File: src/rtl/stopwatch_up.sv
// Count-up BCD stopwatch, 0:00 to D2_LIMIT:59, with start/pause, clear and lap freeze.
// Runs in the control clock domain; tick is a one-cycle 1 Hz enable.
module stopwatch_up #(
    parameter int LED_W    = 16,
    parameter int D2_LIMIT = 1
) (
    input  logic             clk,
    input  logic             rst_n,
    input  logic             tick,
    input  logic             start_pulse,
    input  logic             lap_pulse,
    input  logic             clear_pulse,
    output logic [3:0]       digit2,
    output logic [3:0]       digit1,
    output logic [3:0]       digit0,
    output logic             running,
    output logic             lap_active,
    output logic [LED_W-1:0] led
);

    localparam logic [3:0] D2_MAX = 4'(D2_LIMIT);

    typedef enum logic [1:0] {
        IDLE,
        RUN,
        PAUSE,
        DONE
    } state_t;

    state_t      state;
    logic [3:0]  cnt2;
    logic [3:0]  cnt1;
    logic [3:0]  cnt0;
    logic [11:0] snap;
    logic        lap_hold;

    logic [3:0]  nx2;
    logic [3:0]  nx1;
    logic [3:0]  nx0;
    logic        nx_full;
    logic        inc_full;

    // BCD increment with carry through the 9 and 5 digit limits
    always_comb begin
        nx2 = cnt2;
        nx1 = cnt1;
        nx0 = cnt0;
        if (cnt0 == 4'd9) begin
            nx0 = 4'd0;
            if (cnt1 == 4'd5) begin
                nx1 = 4'd0;
                nx2 = cnt2 + 4'd1;
            end else begin
                nx1 = cnt1 + 4'd1;
            end
        end else begin
            nx0 = cnt0 + 4'd1;
        end
        nx_full  = (nx2 == D2_MAX) && (nx1 == 4'd5) && (nx0 == 4'd9);
        inc_full = tick && nx_full;
    end

    always_ff @(posedge clk or negedge rst_n) begin
        if (!rst_n) begin
            state    <= IDLE;
            cnt2     <= 4'd0;
            cnt1     <= 4'd0;
            cnt0     <= 4'd0;
            snap     <= 12'd0;
            lap_hold <= 1'b0;
            running  <= 1'b0;
            led      <= '0;
        end else if (clear_pulse) begin
            state    <= IDLE;
            cnt2     <= 4'd0;
            cnt1     <= 4'd0;
            cnt0     <= 4'd0;
            lap_hold <= 1'b0;
            running  <= 1'b0;
            led      <= '0;
        end else begin
            unique case (state)
                IDLE: begin
                    if (start_pulse) begin
                        state   <= RUN;
                        running <= 1'b1;
                    end
                end
                RUN: begin
                    if (tick) begin
                        cnt2 <= nx2;
                        cnt1 <= nx1;
                        cnt0 <= nx0;
                    end
                    if (lap_pulse && !lap_hold) begin
                        snap     <= {cnt2, cnt1, cnt0};
                        lap_hold <= 1'b1;
                    end else if (lap_pulse) begin
                        lap_hold <= 1'b0;
                    end
                    // Full scale overrides both a coincident pause and lap
                    if (inc_full) begin
                        state    <= DONE;
                        running  <= 1'b0;
                        led      <= '1;
                        lap_hold <= 1'b0;
                    end else if (start_pulse) begin
                        state   <= PAUSE;
                        running <= 1'b0;
                    end
                end
                PAUSE: begin
                    if (lap_pulse && lap_hold) begin
                        lap_hold <= 1'b0;
                    end
                    if (start_pulse) begin
                        state   <= RUN;
                        running <= 1'b1;
                    end
                end
                DONE: begin
                    state <= DONE;
                end
            endcase
        end
    end

    assign digit2     = lap_hold ? snap[11:8] : cnt2;
    assign digit1     = lap_hold ? snap[7:4]  : cnt1;
    assign digit0     = lap_hold ? snap[3:0]  : cnt0;
    assign lap_active = lap_hold;

endmodule

File: config.mk
export PLATFORM = sky130hd
export DESIGN_NAME = stopwatch_up
export DESIGN_NICKNAME = d
export VERILOG_FILES = /design/src/rtl/stopwatch_up.sv
export SDC_FILE = /design/constraint.sdc
export NUM_CORES = 1
export LEC_CHECK = 0
export CAP_MARGIN = 10
export CORE_ASPECT_RATIO = 0.7
export CORE_MARGIN = 4
export CORE_UTILIZATION = 56
export CTS_CLUSTER_SIZE = 28
export DETAILED_ROUTE_END_ITERATION = 10
export DONT_BUFFER_PORTS = 1
export PLACE_DENSITY_LB_ADDON = 0.2
export SLEW_MARGIN = 30
export SYNTH_ARGS = -nofsm -noshare
export SYNTH_HDL_FRONTEND = slang
export SYNTH_SLANG_ARGS = --single-unit
File: constraint.sdc
create_clock -name clk -period 1.5 [get_ports clk]
set_input_delay 0.3 -clock clk [delete_from_list [all_inputs] [get_ports clk]]
set_output_delay 0.3 -clock clk [all_outputs]
set_load 0.005 [all_outputs]
# Yosys cells after proc, flatten, opt, wreduce, memory -nomap -nowiden
# Index checks and enable logic that the tools add are counted.
word_totals:
  reg_bits: 44
  input_bits: 6
op_classes:
  addsub: 3
  n_eq_ne: 12
  mux: 36
  bitwise_logic: 1
  n_reduce_logical: 19
op_table:
  columns: ["operator", "n"]
  rows:
  - ["$mux W4", 17]
  - ["$mux W16", 3]
  - ["$add A4 B1 Y4 const B", 3]
  - ["$mux W1", 9]
  - ["$reduce_and A3 Y1", 3]
  - ["$eq A4 B3 Y1 const B", 2]
  - ["$eq A4 B4 Y1 const B", 2]
  - ["$mux W2", 4]
  - ["$pmux W2 S3", 1]
  - ["$reduce_and A2 Y1", 3]
  - ["$reduce_bool A2 Y1", 3]
  - ["$reduce_bool A3 Y1", 2]
  - ["$logic_and A1 B1 Y1", 5]
  - ["$ne A5 B5 Y1 const B", 1]
  - ["$eq A2 B2 Y1 const B", 2]
  - ["$eq A4 B1 Y1 const B", 1]
  - ["$ne A4 B4 Y1 const B", 1]
  - ["$pmux W1 S2", 2]
  - ["$ne A3 B1 Y1 const B", 1]
  - ["$ne A3 B3 Y1 const B", 1]
  - ["$eq A2 B1 Y1 const B", 1]
  - ["$logic_not A2 Y1", 1]
  - ["$reduce_or A2 Y1", 1]
  - ["$logic_not A1 Y1", 1]
  - ["$not A1 Y1", 1]

# Longest topological paths before layout
# Gate-level depths: netlist of run 1.
logic_depth:
  ltp_word: 10
  mapped_depth: 7
  depth_no_buf: 4

# Worst setup path before layout of run 1
# OpenSTA, ideal clock, no wires.
synth_path:
  path_kind: "flip-flop to output port"
  startpoint: "register lap_hold (netlist: lap_active)"
  endpoint: "output digit0[1]"
  arrival_time_ps: 1286
  t_required_ps: 1200
  path_slack_ps: -86
  stages_incl_launch_ff: 4
  path_buffers: 2
  cell_sequence: "dfrtp_1 > clkbuf_1 > clkbuf_1 > mux2_2"
synth_between:
  elab_chain_cells: 1
synth_rtl:
  columns: ["element", "line", "rtl"]
  rows:
  - ["start, declared", "35", "logic lap_hold;"]
  - ["start signal, assigned", "70", "lap_hold <= 1'b0;"]
  - ["start signal, assigned", "78", "lap_hold <= 1'b0;"]
  - ["start signal, assigned", "97", "lap_hold <= 1'b1;"]
  - ["$mux W4", "130", "assign digit0 = lap_hold ? snap[3:0] : cnt0;"]
  - ["end, declared", "15", "output logic [3:0] digit0,"]
# No other way between the ends.

# Worst setup path in the final report of run 1
layout_path:
  startpoint: "register state[1]"
  endpoint: "register snap[8]"
layout_between:
  elab_chain_cells: 2
layout_rtl:
  columns: ["element", "line", "rtl"]
  rows:
  - ["start, declared", "30", "state_t state;"]
  - ["start signal, assigned", "65", "state <= IDLE;"]
  - ["start signal, assigned", "74", "state <= IDLE;"]
  - ["start signal, assigned", "85", "state <= RUN;"]
  - ["$eq A2 B1 Y1", "82", "unique case (state)"]
  - ["$reduce_and A3 Y1 (no source line)", null, null]
  - ["end signal, assigned", "96", "snap <= {cnt2, cnt1, cnt0};"]
  - ["end, declared", "34", "logic [11:0] snap;"]
# No other way between the ends.
# A chain may end at the register's enable or synchronous reset.

==> results of run 1 <==
[what timing repair did]
action	4_1_cts	5_1_grt
pin swaps	2	3
hold buffers	2	0
setup buffers	0	2
gates resized for setup	4	12
endpoints found under the setup margin	14	45
hold endpoints to repair	29	0
[critical path: stages (launching register included)]
cell and delay [ns]:
sky130_fd_sc_hd__dfrtp_1 0.37, sky130_fd_sc_hd__nand3b_1 0.18, sky130_fd_sc_hd__or3_1 0.36, sky130_fd_sc_hd__buf_12 0.18, sky130_fd_sc_hd__mux2_4 0.30
[layer usage]
layer / wire length, µm / up-vias / share of wire
met3: 201 / 8 / 0.058
met5: 0 / - / 0
met2: 1540 / 34 / 0.44
met1: 1660 / 579 / 0.48
met4: 53 / 0 / 0.015
li1: - / 580 / -
[path summary, 6_finish.rpt]
check	start	to	slack [ns]	cells past startpoint
min in group asynchronous	rst_n	snap[4]	0.46	2
worst max-delay path	state[1]	snap[8]	-0.02	4
worst max register to register	state[1]	snap[8]	-0.02	4
worst min-delay path	clear_pulse	cnt1[3]	0.07	1
max in group asynchronous	rst_n	led[14]	0.86	2
worst min register to register	snap[7]	snap[7]	0.48	2
[cell type report]
cell class	count	area (µm²)	share of cell area
clock inverters	2	10.0	0.00508
inverters	3	11.3	0.00572
flip-flops and latches	29	728	0.370
multi-input cells	106	898	0.456
repair buffers	23	204	0.104
well taps	36	45.0	0.0229
clock buffers	6	72.6	0.0368
[metrics by stage]
stage | power, mW | area (µm²)
2_1_floorplan | 0.923 | 1800
3_3_place_gp | 0.940 | 1780
3_5_place_dp | 0.942 | 1780
4_1_cts | 1.58 | 1900
5_1_grt | 1.63 | 1970
6_report | 1.57 | 1970
[registers in the layout, summed over array words and instances (netlist names)]
signal and cells:
cnt1 4, cnt2 4, state 2, snap 12, running 1, cnt0 4, lap_active 1, led 1
[cell usage in the layout (no fill, tap or decap), types with 3 or more instances in the layout]
master and instances:
sky130_fd_sc_hd__a21oi_1 6, sky130_fd_sc_hd__buf_4 19, sky130_fd_sc_hd__clkbuf_8 5, sky130_fd_sc_hd__dfrtp_1 27, sky130_fd_sc_hd__inv_1 3, sky130_fd_sc_hd__mux2_2 12
sky130_fd_sc_hd__mux2_4 11, sky130_fd_sc_hd__mux2i_1 3, sky130_fd_sc_hd__nand2_1 6, sky130_fd_sc_hd__nand4_1 4, sky130_fd_sc_hd__nor2_1 11, sky130_fd_sc_hd__nor3_1 3
sky130_fd_sc_hd__o21ai_0 4, sky130_fd_sc_hd__xor2_1 5
[report_power, final]
part	internal (mW)	total (mW)	switching, mW
logic	0.0728	0.144	0.0711
registers	0.799	0.813	0.0135
clock network	0.320	0.610	0.289
[logic make-up after synthesis]
| kind of cell | Yosys count | synth area share |
|---|---|---|
| simple gates | 46 | 0.148 |
| fa+ha+maj | 1 | 0.00697 |
| xor+xnor | 7 | 0.0341 |
| flops | 29 | 0.404 |
| compound gates | 25 | 0.0983 |
| mux | 27 | 0.183 |
| buf+inv | 31 | 0.125 |
==> impl_summary.log, run 1 <==
INFO  metric failing_checks = negative setup slack
INFO  metric final-hold-violation-count = 0
INFO  metric placeableCoreArea = 2920 µm²
INFO  metric syn-instance-count = 166
INFO  metric path_class = flop to flop
INFO  metric worst_setup_path_start_kind = flop
INFO  metric global_route.usage.total = 0.177
INFO  metric layout_min_cycle_time = roughly 1.5 ns
INFO  metric ys.warnings.count = 0
INFO  metric synthDominantCellAreaShare = 0.404
INFO  metric grt-ovfl-total = 0
INFO  metric largest_net_degree_at_the_start_of_global_routing = 30
INFO  metric synth.cells.most_frequent = sky130_fd_sc_hd__dfrtp_1, sky130_fd_sc_hd__buf_4, sky130_fd_sc_hd__mux2_2
INFO  metric cts.sinks = 29
INFO  metric final-instance-count-excl-fill = 205
INFO  metric syn_area_per_cell = roughly 11 µm²
INFO  metric drtAntennaViolNets = 0
INFO  metric irDropWorstVdd = about 600 µV
INFO  metric ys_seq_area_frac = 0.404
INFO  metric grt_pass1_vias = ~1,200
INFO  metric ctsRootBufferMaster = sky130_fd_sc_hd__clkbuf_8
INFO  metric synth_fp_nets = 173
INFO  metric pre_cts_ws = -0.0408 ns
INFO  metric floorplan.initialDensity = 0.614
INFO  metric cts-root-to-sink-buffers = 2
INFO  metric power_per_cell_area = a little under 800 nW/µm²
INFO  metric postSynth.asyncResetShare = 1.00
INFO  metric num-nets-final = around 180
INFO  metric path_class_of_the_lowest_slack_min_delay_path = input pin to flop
INFO  metric post-synth-top-count-cell = sky130_fd_sc_hd__dfrtp_1
INFO  metric avgRoutedWirePerCell = 16.8 µm
INFO  metric tritoncts.num_buffers = 5
INFO  metric synth_top_cell_by_area = sky130_fd_sc_hd__dfrtp_1
INFO  metric syn_to_final_growth = 9.69%
INFO  metric slew_headroom = 0.708
INFO  metric gpl.final_weighted_congestion = 0.817
INFO  metric fillers = between 200 and 250
INFO  metric worst_setup_hold_path_clk_slew = around 0.060 ns
INFO  metric fp-row-count = 16
INFO  metric grt_pass1_wl = roughly 5700 µm
INFO  metric post_synth_main_area_contributors = sky130_fd_sc_hd__dfrtp_1, sky130_fd_sc_hd__mux2_2, sky130_fd_sc_hd__buf_4
INFO  metric timing.clock.skew = 0.00197 ns
INFO  metric io_buffer_count = 0
INFO  metric rsz0062_at_grt = yes
INFO  metric ys_seq_elements = 29
INFO  metric yosys.cell_types.count = 46
INFO  metric cp.required = 1.66 ns
INFO  metric fp.dieArea = 4190 µm²
INFO  metric tightestPinTransition = 0.438 ns
INFO  metric setup_viol = 11
INFO  metric maxSlewViolCount = 0
INFO  metric final_core_util = 0.674
INFO  metric max_cap_viol_count = 0
INFO  metric n_antenna_cell = 0
INFO  metric share_of_final_layout_standard_cells_stronger_than_drive_strength_1 = 0.385
INFO  metric final.period_utilization = 1.01
INFO  metric placed_cells_incl_taps = 193
INFO  metric drt-pass1-iter-count = 4
INFO  metric timing.hold.ws = 0.0720 ns
INFO  metric clock_latency_on_the_worst_skew_pair = 0.28 ns
INFO  metric grt_use_met2 = 0.244
INFO  metric via_cell_ratio = 5.86
INFO  metric worstPathArrival = around 1.7 ns
INFO  metric crit_path_end_kind = flop
INFO  metric vias = approximately 1,200
INFO  metric ys_dominant_reg_cell = sky130_fd_sc_hd__dfrtp_1
INFO  metric worstPathMaxFanout = 13
INFO  metric drt_iter0_drc = 96
INFO  metric leakage_power = 0.932 nW
INFO  metric chipHeight = 55.4 µm
INFO  metric global_route.peak_usage_layer = met1
INFO  metric initial_antenna_violation_count = 0
INFO  metric dp_hpwl = 2390 µm
INFO  metric die_x = roughly 76 µm
INFO  metric met3_usage = 0.0489
INFO  metric met1_usage = 0.265
INFO  metric total_routed_length = 3450 µm
INFO  metric drcViolationCount = 0
INFO  metric post-route-worst-setup-slack = -0.0154 ns
INFO  metric run_status = finished with violations
INFO  metric totalNegativeSetupSlack = -0.0653 ns
INFO  metric ctsHtreeMaxLevel = 2
INFO  metric clock_tree_from_tritoncts = done
INFO  metric number_of_enable_flip_flop_cells_after_synthesis = 0
INFO  metric fmax = 660 MHz
INFO  metric ioPinCount = 36
INFO  metric synth_area = between 1500 and 2000 µm²
No activity file was read; power rests on OpenSTA's default activity.
==> inputs of run 2 (changes only) <==
- clock period: 1.5 -> 1.36 ns (I/O delays scaled with it)
==> run 2 against run 1 <==
The flow still finishes with violations (negative setup slack). Largest power group is now the clock network. Critical path depth is 1 higher. Sequential share of layout area is 6.8 points lower. Routed wire length is 42% higher. Combinational power is 66% higher. Critical endpoint is now led[14]. Count of clock-buffer cells in the layout is 1 lower. Worst hold slack worse by 0.023 ns. Critical path type unchanged. Final cell count is 14% higher. Global-route usage is 5.2 points higher.
==> impl_summary.log, run 2 (synthesized netlist as in run 1, its figures left out) <==
INFO  metric layout_min_cycle_time = 1.61 ns (+0.0934 ns)
INFO  metric cts.sinks = 29 (unchanged)
INFO  metric grt-ovfl-total = 0 (unchanged)
INFO  metric final_core_util = 0.827 (+0.153)
INFO  metric share_of_final_layout_standard_cells_stronger_than_drive_strength_1 = 0.551 (+0.166)
INFO  metric global_route.usage.total = 0.230 (+0.0524)
INFO  metric gpl.final_weighted_congestion = 0.772 (-5.4%)
INFO  metric io_buffer_count = 0 (unchanged)
INFO  metric critical-path-top-delay-family = compound AO/OA/AOI/OAI gates
INFO  metric fmax = 622 MHz (-5.8%)
INFO  metric ioPinCount = 36 (unchanged)
INFO  metric initial_antenna_violation_count = 0 (unchanged)
INFO  metric reg2reg_from = cnt0[0]
INFO  metric floorplan.initialDensity = 0.614 (unchanged)
INFO  metric critical-path-slowest-cell = sky130_fd_sc_hd__dfrtp_2
INFO  metric commonest_non_fill_non_tap_cells_in_the_layout = sky130_fd_sc_hd__buf_4, sky130_fd_sc_hd__dfrtp_1, sky130_fd_sc_hd__mux2_4
INFO  metric max_flop_register = snap
INFO  metric drtAntennaViolNets = 0 (unchanged)
INFO  metric cp.required = 1.53 ns (-0.13 ns)
INFO  metric fp-row-count = 16 (unchanged)
INFO  metric largest_reg_flops = 12 (unchanged)
INFO  metric placed_cells_incl_taps = 209 (+8.3%)
INFO  metric crit_path_start = cnt0[0]
INFO  metric hold_path.startpoint = clear_pulse
INFO  metric run_status = finished with violations
INFO  metric final-instance-count-excl-fill = 234 (+14%)
INFO  metric die_x = 75.7 µm (unchanged)
INFO  metric worstPathMaxFanout = 5 (-8)
INFO  metric drcViolationCount = 0 (unchanged)
INFO  metric postLayoutCellArea = 2420 µm² (+23%)
INFO  metric slew_headroom = 0.789 (+0.0809)
INFO  metric ctsRootBufferMaster = sky130_fd_sc_hd__clkbuf_8
INFO  metric grt_pass1_vias = 1,386 (+20%)
INFO  metric worst-r2r-setup-slack = -0.25 ns (-0.23 ns)
INFO  metric worst_reg2reg_path_length_in_cells = 5 (+1)
INFO  metric clock_tree_from_tritoncts = done
INFO  metric timing.hold.ws = 0.0487 ns (-0.0233 ns)
INFO  metric worstPathCellList = buf_4 -> and4bb_4 -> and3_4 -> a31o_4 -> a32o_1
INFO  metric worstPathArrival = 1.78 ns (+0.10 ns)
INFO  metric dp_hpwl = 2800 µm (+17%)
INFO  metric critical_path.n_buffers_inverters = 1 (unchanged)
INFO  metric path_class_of_the_lowest_slack_min_delay_path = input pin to flop
INFO  metric grt_pass1_wl = 7110 µm (+25%)
INFO  metric largest_net_degree_at_the_start_of_global_routing = 30 (unchanged)
INFO  metric timing.clock.skew = 0.00903 ns (+0.00706 ns)
INFO  metric pre_cts_ws = -0.179 ns (-0.138 ns)
INFO  metric drt_iter0_drc = 133 (+39%)
INFO  metric chipHeight = 55.4 µm (unchanged)
INFO  metric totalNegativeSetupSlack = -5.02 ns (-4.95 ns)
INFO  metric worst_setup_hold_path_clk_slew = 0.07 ns (about the same)
INFO  metric fp.dieArea = 4190 µm² (unchanged)
INFO  metric clock_latency_on_the_worst_skew_pair = 0.29 ns (about the same)
INFO  metric rsz0062_at_grt = yes
INFO  metric post_dp_cell_area = 1950 µm² (+9.6%)
INFO  metric path_depth = 5 (+1)
INFO  metric total_power = 2.21 mW (+41%)
INFO  metric final.period_utilization = 1.18 (+0.173)
INFO  metric final-hold-violation-count = 0 (unchanged)
INFO  metric placeableCoreArea = 2920 µm² (unchanged)
INFO  metric timing.hold.worst_endpoint = cnt0[1]
INFO  metric failing_checks = negative setup slack
INFO  metric power_per_cell_area = 913 nW/µm² (+15%)
INFO  metric vias = 1,442 (+20%)
INFO  metric crit_path_end_kind = flop
INFO  metric reg2reg_to = led[14]
INFO  metric min_path_cells = 1 (unchanged)
INFO  metric via_cell_ratio = 6.16 (+5.2%)
INFO  metric drt-pass1-iter-count = 4 (unchanged)
INFO  metric syn_to_final_growth = 34.6%
INFO  metric path_class = flop to flop
INFO  metric mostFrequentLayoutCell = sky130_fd_sc_hd__buf_4
INFO  metric total_routed_length = 4920 µm (+42%)
INFO  metric max_cap_viol_count = 0 (unchanged)
INFO  metric n_antenna_cell = 0 (unchanged)
INFO  metric leakage_power = 1.14 nW (+22%)
INFO  metric num-nets-final = 204 (+17%)
INFO  metric cts-root-to-sink-buffers = 2 (unchanged)
INFO  metric tritoncts.num_buffers = 5 (unchanged)
INFO  metric post-route-worst-setup-slack = -0.249 ns (-0.233 ns)
INFO  metric setup_viol = 38 (+27)
INFO  metric avgRoutedWirePerCell = 21.0 µm (+25%)
INFO  metric worst_path_max_stage_delay = 0.43 ns (+0.06 ns)
INFO  metric irDropWorstVdd = 966 µV (+60%)
INFO  metric maxSlewViolCount = 0 (unchanged)
INFO  metric worst_setup_path_start_kind = flop
INFO  metric tightestPinTransition = 0.315 ns (-0.123 ns)
INFO  metric ctsHtreeMaxLevel = 2 (unchanged)
==> run 2: what timing repair did <==
action / CTS / global route
endpoints found under the setup margin: 38 / 39
setup buffers: 8 / 6
pin swaps: 6 / 12
hold buffers: 2 / 0
gates resized for setup: 37 / 16
hold endpoints to repair: 29 / 0
gates cloned: 1 / 0
==> run 2: layout make-up <==
| class | instances | area (µm²) |
|---|---|---|
| multi-input cells | 106 | 1000 |
| flip-flops and latches | 29 | 728 |
| fillers | 148 | 507 |
| repair buffers | 52 | 493 |
| clock buffers | 5 | 68.8 |
| clock inverters | 3 | 65.1 |
| well taps | 36 | 45.0 |
| inverters | 3 | 11.3 |
==> run 2: per-layer routing <==
| metal | share of wire | wire length, µm | GRT usage | up-vias |
|---|---|---|---|---|
| li1 | - | - | - | 639 |
| met5 | 0 | 0 | 0 | - |
| met3 | 0.053 | 259 | 0.0580 | 13 |
| met1 | 0.43 | 2130 | 0.314 | 740 |
| met4 | 0.024 | 117 | 0.0848 | 0 |
| met2 | 0.49 | 2410 | 0.348 | 50 |
==> run 2: worst max path at each step <==
stage	end	slack, ns
detailed placement	led[14]	-0.18
CTS	led[14]	-0.18
global placement	led[14]	-0.18
floorplan	snap[10]	-0.20
finish	led[14]	-0.25
global route	running	-0.28
==> run 2: where the power goes <==
part | switching [mW] | internal, mW | leakage (nW)
combinational | 0.109 | 0.130 | 0.672
clock | 0.343 | 0.727 | 0.0681
sequential | 0.0169 | 0.881 | 0.398
